==> src/rtl/gpio_write_master.sv <==
`default_nettype none
// ============================================================================
//  Module   : gpio_write_master
//  Purpose  : Fabric-side master for the shared 32-bit configuration GPIO bus.
//             Takes one multi-byte register write per command and serialises
//             it into byte writes, most significant byte first. Every byte
//             gets SETUP_CYCLES of stable addr/data, then HOLD_CYCLES with
//             w_clk high, then GAP_CYCLES with w_clk low and addr/data held.
//  Ports    : clk, rst         - clock, synchronous active-high reset
//             cmd_valid/ready  - command handshake
//             cmd_addr         - 16-bit target bus address
//             cmd_data         - payload, LSB-aligned, MAX_BYTES*8 bits
//             cmd_len          - byte count, legal range 1..MAX_BYTES
//             gpio_out         - [15:0] addr, [23:16] data, [24] w_clk
//             busy             - high from acceptance until completion
//             done, err        - completion pulse; err marks an illegal length
//  Revision : 1.0 - initial release
// ============================================================================
module gpio_write_master #(
    parameter int MAX_BYTES    = 8,
    parameter int SETUP_CYCLES = 1,
    parameter int HOLD_CYCLES  = 2,
    parameter int GAP_CYCLES   = 2
) (
    input  logic                   clk,
    input  logic                   rst,
    input  logic                   cmd_valid,
    output logic                   cmd_ready,
    input  logic [15:0]            cmd_addr,
    input  logic [MAX_BYTES*8-1:0] cmd_data,
    input  logic [3:0]             cmd_len,
    output logic [31:0]            gpio_out,
    output logic                   busy,
    output logic                   done,
    output logic                   err
);

    localparam int          C_DW         = MAX_BYTES * 8;
    localparam logic [15:0] C_SETUP_LAST = 16'(SETUP_CYCLES - 1);
    localparam logic [15:0] C_HOLD_LAST  = 16'(HOLD_CYCLES - 1);
    localparam logic [15:0] C_GAP_LAST   = 16'(GAP_CYCLES - 1);
    localparam int          C_WCLK_BIT   = 24;

    typedef enum logic [1:0] {
        ST_IDLE   = 2'd0,
        ST_SETUP  = 2'd1,
        ST_STROBE = 2'd2,
        ST_GAP    = 2'd3
    } state_t;

    state_t          r_state, w_state_nx;
    logic [15:0]     r_cnt,   w_cnt_nx;
    logic [3:0]      r_idx,   w_idx_nx;
    logic [C_DW-1:0] r_data,  w_data_nx;
    logic [31:0]     r_gpio,  w_gpio_nx;
    logic            r_busy,  w_busy_nx;
    logic            r_done,  w_done_nx;
    logic            r_err,   w_err_nx;
    logic            r_ready, w_ready_nx;

    logic            w_len_ok;
    logic [3:0]      w_first_idx;

    // Byte i of a payload word.
    function automatic logic [7:0] pick_byte(input logic [C_DW-1:0] d,
                                             input logic [3:0]      i);
        pick_byte = 8'(d >> {i, 3'b000});
    endfunction

    assign w_len_ok    = (cmd_len != 4'd0) && (int'(cmd_len) <= MAX_BYTES);
    assign w_first_idx = cmd_len - 4'd1;

    always_ff @(posedge clk) begin
        if (rst) begin
            r_state <= ST_IDLE;
            r_cnt   <= '0;
            r_idx   <= '0;
            r_data  <= '0;
            r_gpio  <= '0;
            r_busy  <= 1'b0;
            r_done  <= 1'b0;
            r_err   <= 1'b0;
            r_ready <= 1'b1;
        end else begin
            r_state <= w_state_nx;
            r_cnt   <= w_cnt_nx;
            r_idx   <= w_idx_nx;
            r_data  <= w_data_nx;
            r_gpio  <= w_gpio_nx;
            r_busy  <= w_busy_nx;
            r_done  <= w_done_nx;
            r_err   <= w_err_nx;
            r_ready <= w_ready_nx;
        end
    end

    // Next-state and next-output logic. Outputs are computed one edge ahead so
    // that every port comes straight from a flop.
    always_comb begin
        w_state_nx = r_state;
        w_cnt_nx   = r_cnt;
        w_idx_nx   = r_idx;
        w_data_nx  = r_data;
        w_gpio_nx  = r_gpio;
        w_busy_nx  = r_busy;
        w_done_nx  = 1'b0;
        w_err_nx   = 1'b0;
        w_ready_nx = r_ready;

        case (r_state)
            ST_IDLE: begin
                if (cmd_valid && r_ready) begin
                    if (w_len_ok) begin
                        w_state_nx = ST_SETUP;
                        w_cnt_nx   = '0;
                        w_idx_nx   = w_first_idx;
                        w_data_nx  = cmd_data;
                        w_gpio_nx  = {8'h00, pick_byte(cmd_data, w_first_idx), cmd_addr};
                        w_busy_nx  = 1'b1;
                        w_ready_nx = 1'b0;
                    end else begin
                        // Illegal length: report and stay idle, bus untouched.
                        w_done_nx = 1'b1;
                        w_err_nx  = 1'b1;
                    end
                end
            end

            ST_SETUP: begin
                if (r_cnt == C_SETUP_LAST) begin
                    w_state_nx            = ST_STROBE;
                    w_cnt_nx              = '0;
                    w_gpio_nx[C_WCLK_BIT] = 1'b1;
                end else begin
                    w_cnt_nx = r_cnt + 16'd1;
                end
            end

            ST_STROBE: begin
                if (r_cnt == C_HOLD_LAST) begin
                    w_state_nx            = ST_GAP;
                    w_cnt_nx              = '0;
                    w_gpio_nx[C_WCLK_BIT] = 1'b0;
                end else begin
                    w_cnt_nx = r_cnt + 16'd1;
                end
            end

            ST_GAP: begin
                if (r_cnt == C_GAP_LAST) begin
                    w_cnt_nx = '0;
                    if (r_idx != 4'd0) begin
                        // Data changes only on entry to SETUP.
                        w_state_nx       = ST_SETUP;
                        w_idx_nx         = r_idx - 4'd1;
                        w_gpio_nx[23:16] = pick_byte(r_data, r_idx - 4'd1);
                    end else begin
                        w_state_nx = ST_IDLE;
                        w_done_nx  = 1'b1;
                        w_busy_nx  = 1'b0;
                        w_ready_nx = 1'b1;
                    end
                end else begin
                    w_cnt_nx = r_cnt + 16'd1;
                end
            end

            default: begin
                w_state_nx = ST_IDLE;
            end
        endcase
    end

    assign gpio_out  = r_gpio;
    assign busy      = r_busy;
    assign done      = r_done;
    assign err       = r_err;
    assign cmd_ready = r_ready;

endmodule
`default_nettype wire

==> config.mk <==
export PLATFORM = sky130hd
export DESIGN_NAME = gpio_write_master
export DESIGN_NICKNAME = d
export VERILOG_FILES = /design/src/rtl/gpio_write_master.sv
export SDC_FILE = /design/constraint.sdc
export NUM_CORES = 1
export LEC_CHECK = 0
export ABC_AREA = 1
export CORE_MARGIN = 10
export CORE_UTILIZATION = 30
export DETAILED_ROUTE_END_ITERATION = 16
export GPL_ROUTABILITY_DRIVEN = 0
export SLEW_MARGIN = 25
export SYNTH_ARGS = -nofsm -noshare
export SYNTH_HDL_FRONTEND = slang
export SYNTH_SLANG_ARGS = --single-unit
==> constraint.sdc <==
create_clock -name clk -period 2.35 [get_ports clk]
set_input_delay 0.3525 -clock clk [delete_from_list [all_inputs] [get_ports clk]]
set_output_delay 0.3525 -clock clk [all_outputs]
set_load 0.03 [all_outputs]
-- After elaboration in Yosys (flattened, before gate mapping)
Cells that the tools add are included.
- flip-flop bits (word level): 115
- bits of input ports: 87
- logic and storage cells: 85
- add/subtract/negate cells: 3
- order comparisons: 1
- equality and inequality tests: 11
- shifts and indexed selects: 2
- muxes and demuxes: 40
- bitwise logic cells: 1
- reduce and logical (&&, ||, !) cells: 16
- operators with widths (kind ; number):
    $shr A64 B7 Y8 ; 2
    $mux W16 ; 4
    $mux W25 ; 2
    $pmux W16 S3 ; 1
    $reduce_and A5 Y1 ; 4
    $add A16 B1 Y16 const B ; 1
    $eq A16 B1 Y1 const B ; 1
    $logic_not A16 Y1 ; 1
    $mux W4 ; 4
    $mux W8 ; 2
    $pmux W8 S2 ; 1
    $mux W1 ; 15
    $ne A2 B2 Y1 const B ; 7
    $mux W2 ; 5
    $pmux W2 S4 ; 1
    $pmux W4 S2 ; 1
    $reduce_bool A4 Y1 ; 2
    $sub A4 B1 Y4 const B ; 2
    $pmux W1 S2 ; 3
    $eq A2 B2 Y1 const B ; 2
    $le A4 B4 Y1 const B ; 1
    $reduce_or A2 Y1 ; 2
    $pmux W1 S3 ; 1
    $reduce_and A3 Y1 ; 1
    other kinds (7) ; 8

-- Depth between registers and ports, before layout
- word-level depth: 5
- gate-level depth with buffers: 15

-- Worst setup path after synthesis
Ideal clock, no wire load.
- kind: input -> register
- from: input port cmd_len[0]
- to: register r_gpio[21] (netlist: gpio_out[21])
- library setup time: 0.109 ns
- arrival: 1.905 ns
- required time: 2.241 ns
- setup slack: 0.336 ns
- stages on the path: 14
- cells stage by stage: buf_2 inv_2 buf_2 ha_1 buf_2 inv_1 buf_2 nand3_1 nand2_1 nand2_1 nand3_1 nand3_1 nand2_1 inv_1
- cells in the longest elaborated chain, start to end: 5
- ends and longest elaborated chain (element ; line ; source):
    start, declared ; 31 ; input logic [3:0] cmd_len,
    $sub A4 B1 Y4 ; 71 ; assign w_first_idx = cmd_len - 4'd1;
    $shr A64 B7 Y8 ; 67 ; pick_byte = 8'(d >> {i, 3'b000});
    $mux W25 ; 113 ; if (w_len_ok) begin
    $mux W25 ; 112 ; if (cmd_valid && r_ready) begin
    $pmux W8 S2 ; 110 ; case (r_state)
    end signal, assigned ; 89 ; r_gpio <= w_gpio_nx;
    end, declared ; 55 ; logic [31:0] r_gpio, w_gpio_nx;
Parallel ways exist; a longest one is shown, timed or not. The select of a mux whose other input is x is not followed.
A chain may end at the register's enable or synchronous reset.

-- Worst setup path after layout
- from: register r_idx[0]
- to: register r_gpio[16] (netlist: gpio_out[16])
- cells in the longest elaborated chain, start to end: 5
- ends and longest elaborated chain (element ; line ; source):
    start, declared ; 53 ; logic [3:0] r_idx, w_idx_nx;
    start signal, assigned ; 87 ; r_idx <= w_idx_nx;
    $sub A4 B1 Y4 ; 156 ; w_gpio_nx[23:16] = pick_byte(r_data, r_idx - 4'd1);
    $shr A64 B7 Y8 ; 67 ;
    $mux W8 ; 152 ; if (r_idx != 4'd0) begin
    $mux W8 ; 150 ; if (r_cnt == C_GAP_LAST) begin
    $pmux W8 S2 ; 110 ;
Parallel ways exist; a longest one is shown, timed or not. The select of a mux whose other input is x is not followed.

==> implementation parameters <==
Parameter                              Value

Setup path
  Largest fanout of any net on the critical path    16
  Critical Path Sink    gpio_out[16]$_SDFFE_PP0P_
  Data required time of the worst path    ~2700 ps
  Number of cells on the worst reg-to-reg path    11
  Highest cell delay on the worst timing path    between 400 and 500 ps
  Critical path's slowest cell    sky130_fd_sc_hd__dfxtp_1
  Sort of element at the end of the critical path    register
  Source of the worst register-to-register timing path    r_idx[0]$_SDFFE_PP0P_
  Arrival time at the worst endpoint    between 2000 and 2500 ps
  Worst-case register-to-register setup slack    around 320 ps
  Worst setup SP type    register
  Crit path cell chain    inv_2, ha_1, clkinv_1, buf_4, a21oi_1, o21ai_0, nand3_1, nand3_1, nand3_1, nand2_1, inv_1
  Critical path class    register to register
  CP Launch Point    r_idx[0]$_SDFFE_PP0P_
  Critical R2R Capture    gpio_out[16]$_SDFFE_PP0P_
  Cell occurring most often along the worst timing path    sky130_fd_sc_hd__nand3_1

Logic synthesis
  Primary FF master, synth    sky130_fd_sc_hd__dfxtp_1
  Summed instance area of the synthesized netlist    between 5000 and 6000 µm²
  Mean instance size in the synthesized netlist    6.613 µm²
  Count of warnings emitted by yosys    0
  Asr flop ratio synth    0%
  Post-synthesis sequential area ratio    about two fifths
  Synthesized instance count    around 900
  EDFF count, synth    0
  Synth unique cells    33
  Number of flip-flops and latches in the synthesized netlist    roughly 120

Detailed routing
  Number of vias after detailed routing    slightly above 6000
  Met1 wire length    between 8 and 9 mm
  Detailed-route vias per instance    around 4.7
  Final routed wirelength across all metal layers    19.01 mm
  Antenna-violating nets left    0
  Number of violations reported at the end of detailed-routing iteration 0    400
  Metal3 WL    approximately 1.4 mm
  Top Metal Used    met4
  Drt wl/cell    14.74 µm
  DRC Markers    0
  Router iterations before antenna repair    5
  Met2 wirelength from detailed routing    ~8.6 mm

Min path
  Cell depth of the worst min-delay path    2
  Classification of the worst-slack hold path    register to register

Finish
  Number of nets at the end of the flow    approximately 1100
  ANT cells    0
  Layout Cell Area excl Fill    around 8100 µm²
  Area added between synthesis and finish    35.20%
  Share of final-layout standard cells stronger than drive strength 1    6.341%

Global route
  Wire length of the first global-routing pass    approximately 30 mm
  Maximum number of pins on one net before global-route repair    between 60 and 70
  Total gr overflow    0
  Number of global-route vias before repair    5663
  Global-route usage over all layers    14.51%
  Initial antenna violation count    0

Status
  Status    completed

Timing
  Unrepaired setup endpoints after global routing    false
  Period minus WS final    approximately 2000 ps
  Final-layout setup total negative slack    0 ps
  Worst clock skew on the final layout    approximately 11 ps
  Count of pins over their slew limit    0
  Endpoints failing setup    0
  Portion of the clock cycle consumed by the worst path in the final layout    between 80% and 90%
  Final hold viol count    0
  Max Fclk    approximately 490 MHz

Floorplanning
  Number of core rows    51
  I/O Pins    approximately 120
  Die Footprint    ~26000 µm²
  Placeable core region    19530 µm²
  Initial Utilization    30.58%
  Floorplan die width    161.1 µm
  Floorplan die height    about 160 µm

Clock network
  Clock tree from TritonCTS    done
  Hold-fix buffer count after cts    0
  Post-CTS Setup Inserts    0
  Clk Tree Root Cell    sky130_fd_sc_hd__clkbuf_16
  Clock Pin Slew Worst Setup and Hold Paths    50 ps
  H-Tree Depth    4
  Clock insertion delay at the later pin of the skew report    ~420 ps
  Number of buffers between clock root and the deepest sink    2
  PostCTS Resize Cnt    0
  Total number of clock tree sinks    115
  Number of buffers created by CTS    17

Flow run
  Max_cap viols    0

Power
  LEAKAGE    ~3.3 nW
  Power density cells    approximately 1100 nW/µm²
  Peak ir drop on the vdd network    about 0.0006 V

Placement
  Instance area after placement    around 7500 µm²
  Port Buffer Count    roughly 120
  Estimated wirelength of the detail-placed design    between 10 and 15 mm
-- cells in the mapped netlist (2+ instances only) --
library cell / count / share of area, %
sky130_fd_sc_hd__nand2_1: 168 / 11
sky130_fd_sc_hd__a21oi_1: 129 / 11
sky130_fd_sc_hd__inv_1: 128 / 8.0
sky130_fd_sc_hd__o21ai_0: 128 / 11
sky130_fd_sc_hd__dfxtp_1: 115 / 39
sky130_fd_sc_hd__nand3_1: 86 / 7.2
sky130_fd_sc_hd__nor2_1: 43 / 2.7
sky130_fd_sc_hd__clkbuf_1: 31 / 1.9
sky130_fd_sc_hd__buf_2: 16 / 1.3
sky130_fd_sc_hd__ha_1: 10 / 2.1
sky130_fd_sc_hd__buf_4: 9 / 1.1
sky130_fd_sc_hd__nand4_1: 7 / 0.73
sky130_fd_sc_hd__inv_2: 6 / 0.38
sky130_fd_sc_hd__xor2_1: 6 / 0.88
sky130_fd_sc_hd__nor3_1: 2 / 0.17
sky130_fd_sc_hd__o211ai_1: 2 / 0.25
-- area by class of cell --
cell class / count / area, µm²
Clock buffer: 28 / 516.7
Clock inverter: 4 / 45.04
Inverter: 135 / 506.7
Timing Repair Buffer: 141 / 1446
Sequential cell: 115 / 2302
Fill cell: 2093 / 11450
Tap cell: 265 / 331.6
Multi-Input combinational cell: 602 / 2925
-- critical path: cells and delay by family (launching register included) --
kind	cells	cell delay, ps
adders and majority gates	1	320
and+or+nand+nor	4	450
DFF	1	480
AOI/OAI and AO/OA	2	230
buffers and inverters	4	450
-- metal layers --
metal	track usage (%)	up-vias
met5	0	-
met4	4.632	0
met3	4.474	23
met2	22.46	196
met1	18.82	2765
li1	-	3136
-- layout by cell type, fill, tap and decap left out, drive strengths merged, types with 2 or more instances in the layout --
cell type / Yosys / final
nand4: 7 / 7
clkdlybuf4s50: 0 / 115
inv: 134 / 134
nor2: 44 / 44
ha: 10 / 10
nand2: 169 / 169
conb: 1 / 7
clkinv: 1 / 4
o21ai: 128 / 128
nand3: 88 / 88
dfxtp: 115 / 115
clkbuf: 31 / 28
xor2: 7 / 7
buf: 26 / 26
o211ai: 2 / 2
xnor2: 2 / 2
a21oi: 129 / 129
nor3: 2 / 2
-- registers in the layout (all words and copies together), names as in the netlist, 2 cells and up --
register  flops
r_idx         4
r_state       2
r_data       64
gpio_out     25
r_cnt        16
-- metrics by stage --
stage                     total power, W  utilization [%]  setup WS [ps]  hold slack [ps]  std cells
final                           0.008553            41.35          322.1            438.3       1290
after floorplan                 0.004783                -          335.7            420.5        909
after global routing            0.009166            41.35          205.8            453.8       1290
after global placement          0.006122            38.47          30.64            426.7       1258
after detailed placement        0.006135            38.47         -19.93            431.5       1258
after CTS                       0.008632            41.35          354.8            439.7       1290
-- worst min-delay path by stage --
stage	start	end	slack (ps)
after floorplan	r_data[16]$_SDFFE_PP0P_	r_data[16]$_SDFFE_PP0P_	420
after global placement	r_data[23]$_SDFFE_PP0P_	r_data[23]$_SDFFE_PP0P_	430
after global routing	gpio_out[15]$_SDFFE_PP0P_	gpio_out[15]$_SDFFE_PP0P_	450
final	gpio_out[15]$_SDFFE_PP0P_	gpio_out[15]$_SDFFE_PP0P_	440
after detailed placement	r_data[16]$_SDFFE_PP0P_	r_data[16]$_SDFFE_PP0P_	430
after CTS	r_data[16]$_SDFFE_PP0P_	r_data[16]$_SDFFE_PP0P_	440
-- cell families (layout without fill, tap and decap cells) --
logic type	after synthesis	in the layout	share of synthesized area (%)
simple gates	313	313	22.46
compound gates	263	263	22.29
buf+inv	192	308	12.97
flops	115	115	38.55
fa+ha+maj	10	10	2.095
xor+xnor	9	9	1.572
other cells	1	7	0.06279
-- report_power, final --
group | total, W | switching [W] | internal, W
clock | 0.00246 | 0.000871 | 0.00159
combinational | 0.00355 | 0.00223 | 0.00133
sequential | 0.00254 | 0.000199 | 0.00234
total | 0.00855 | 0.00330 | 0.00526
(Power assumes the default switching activity.)
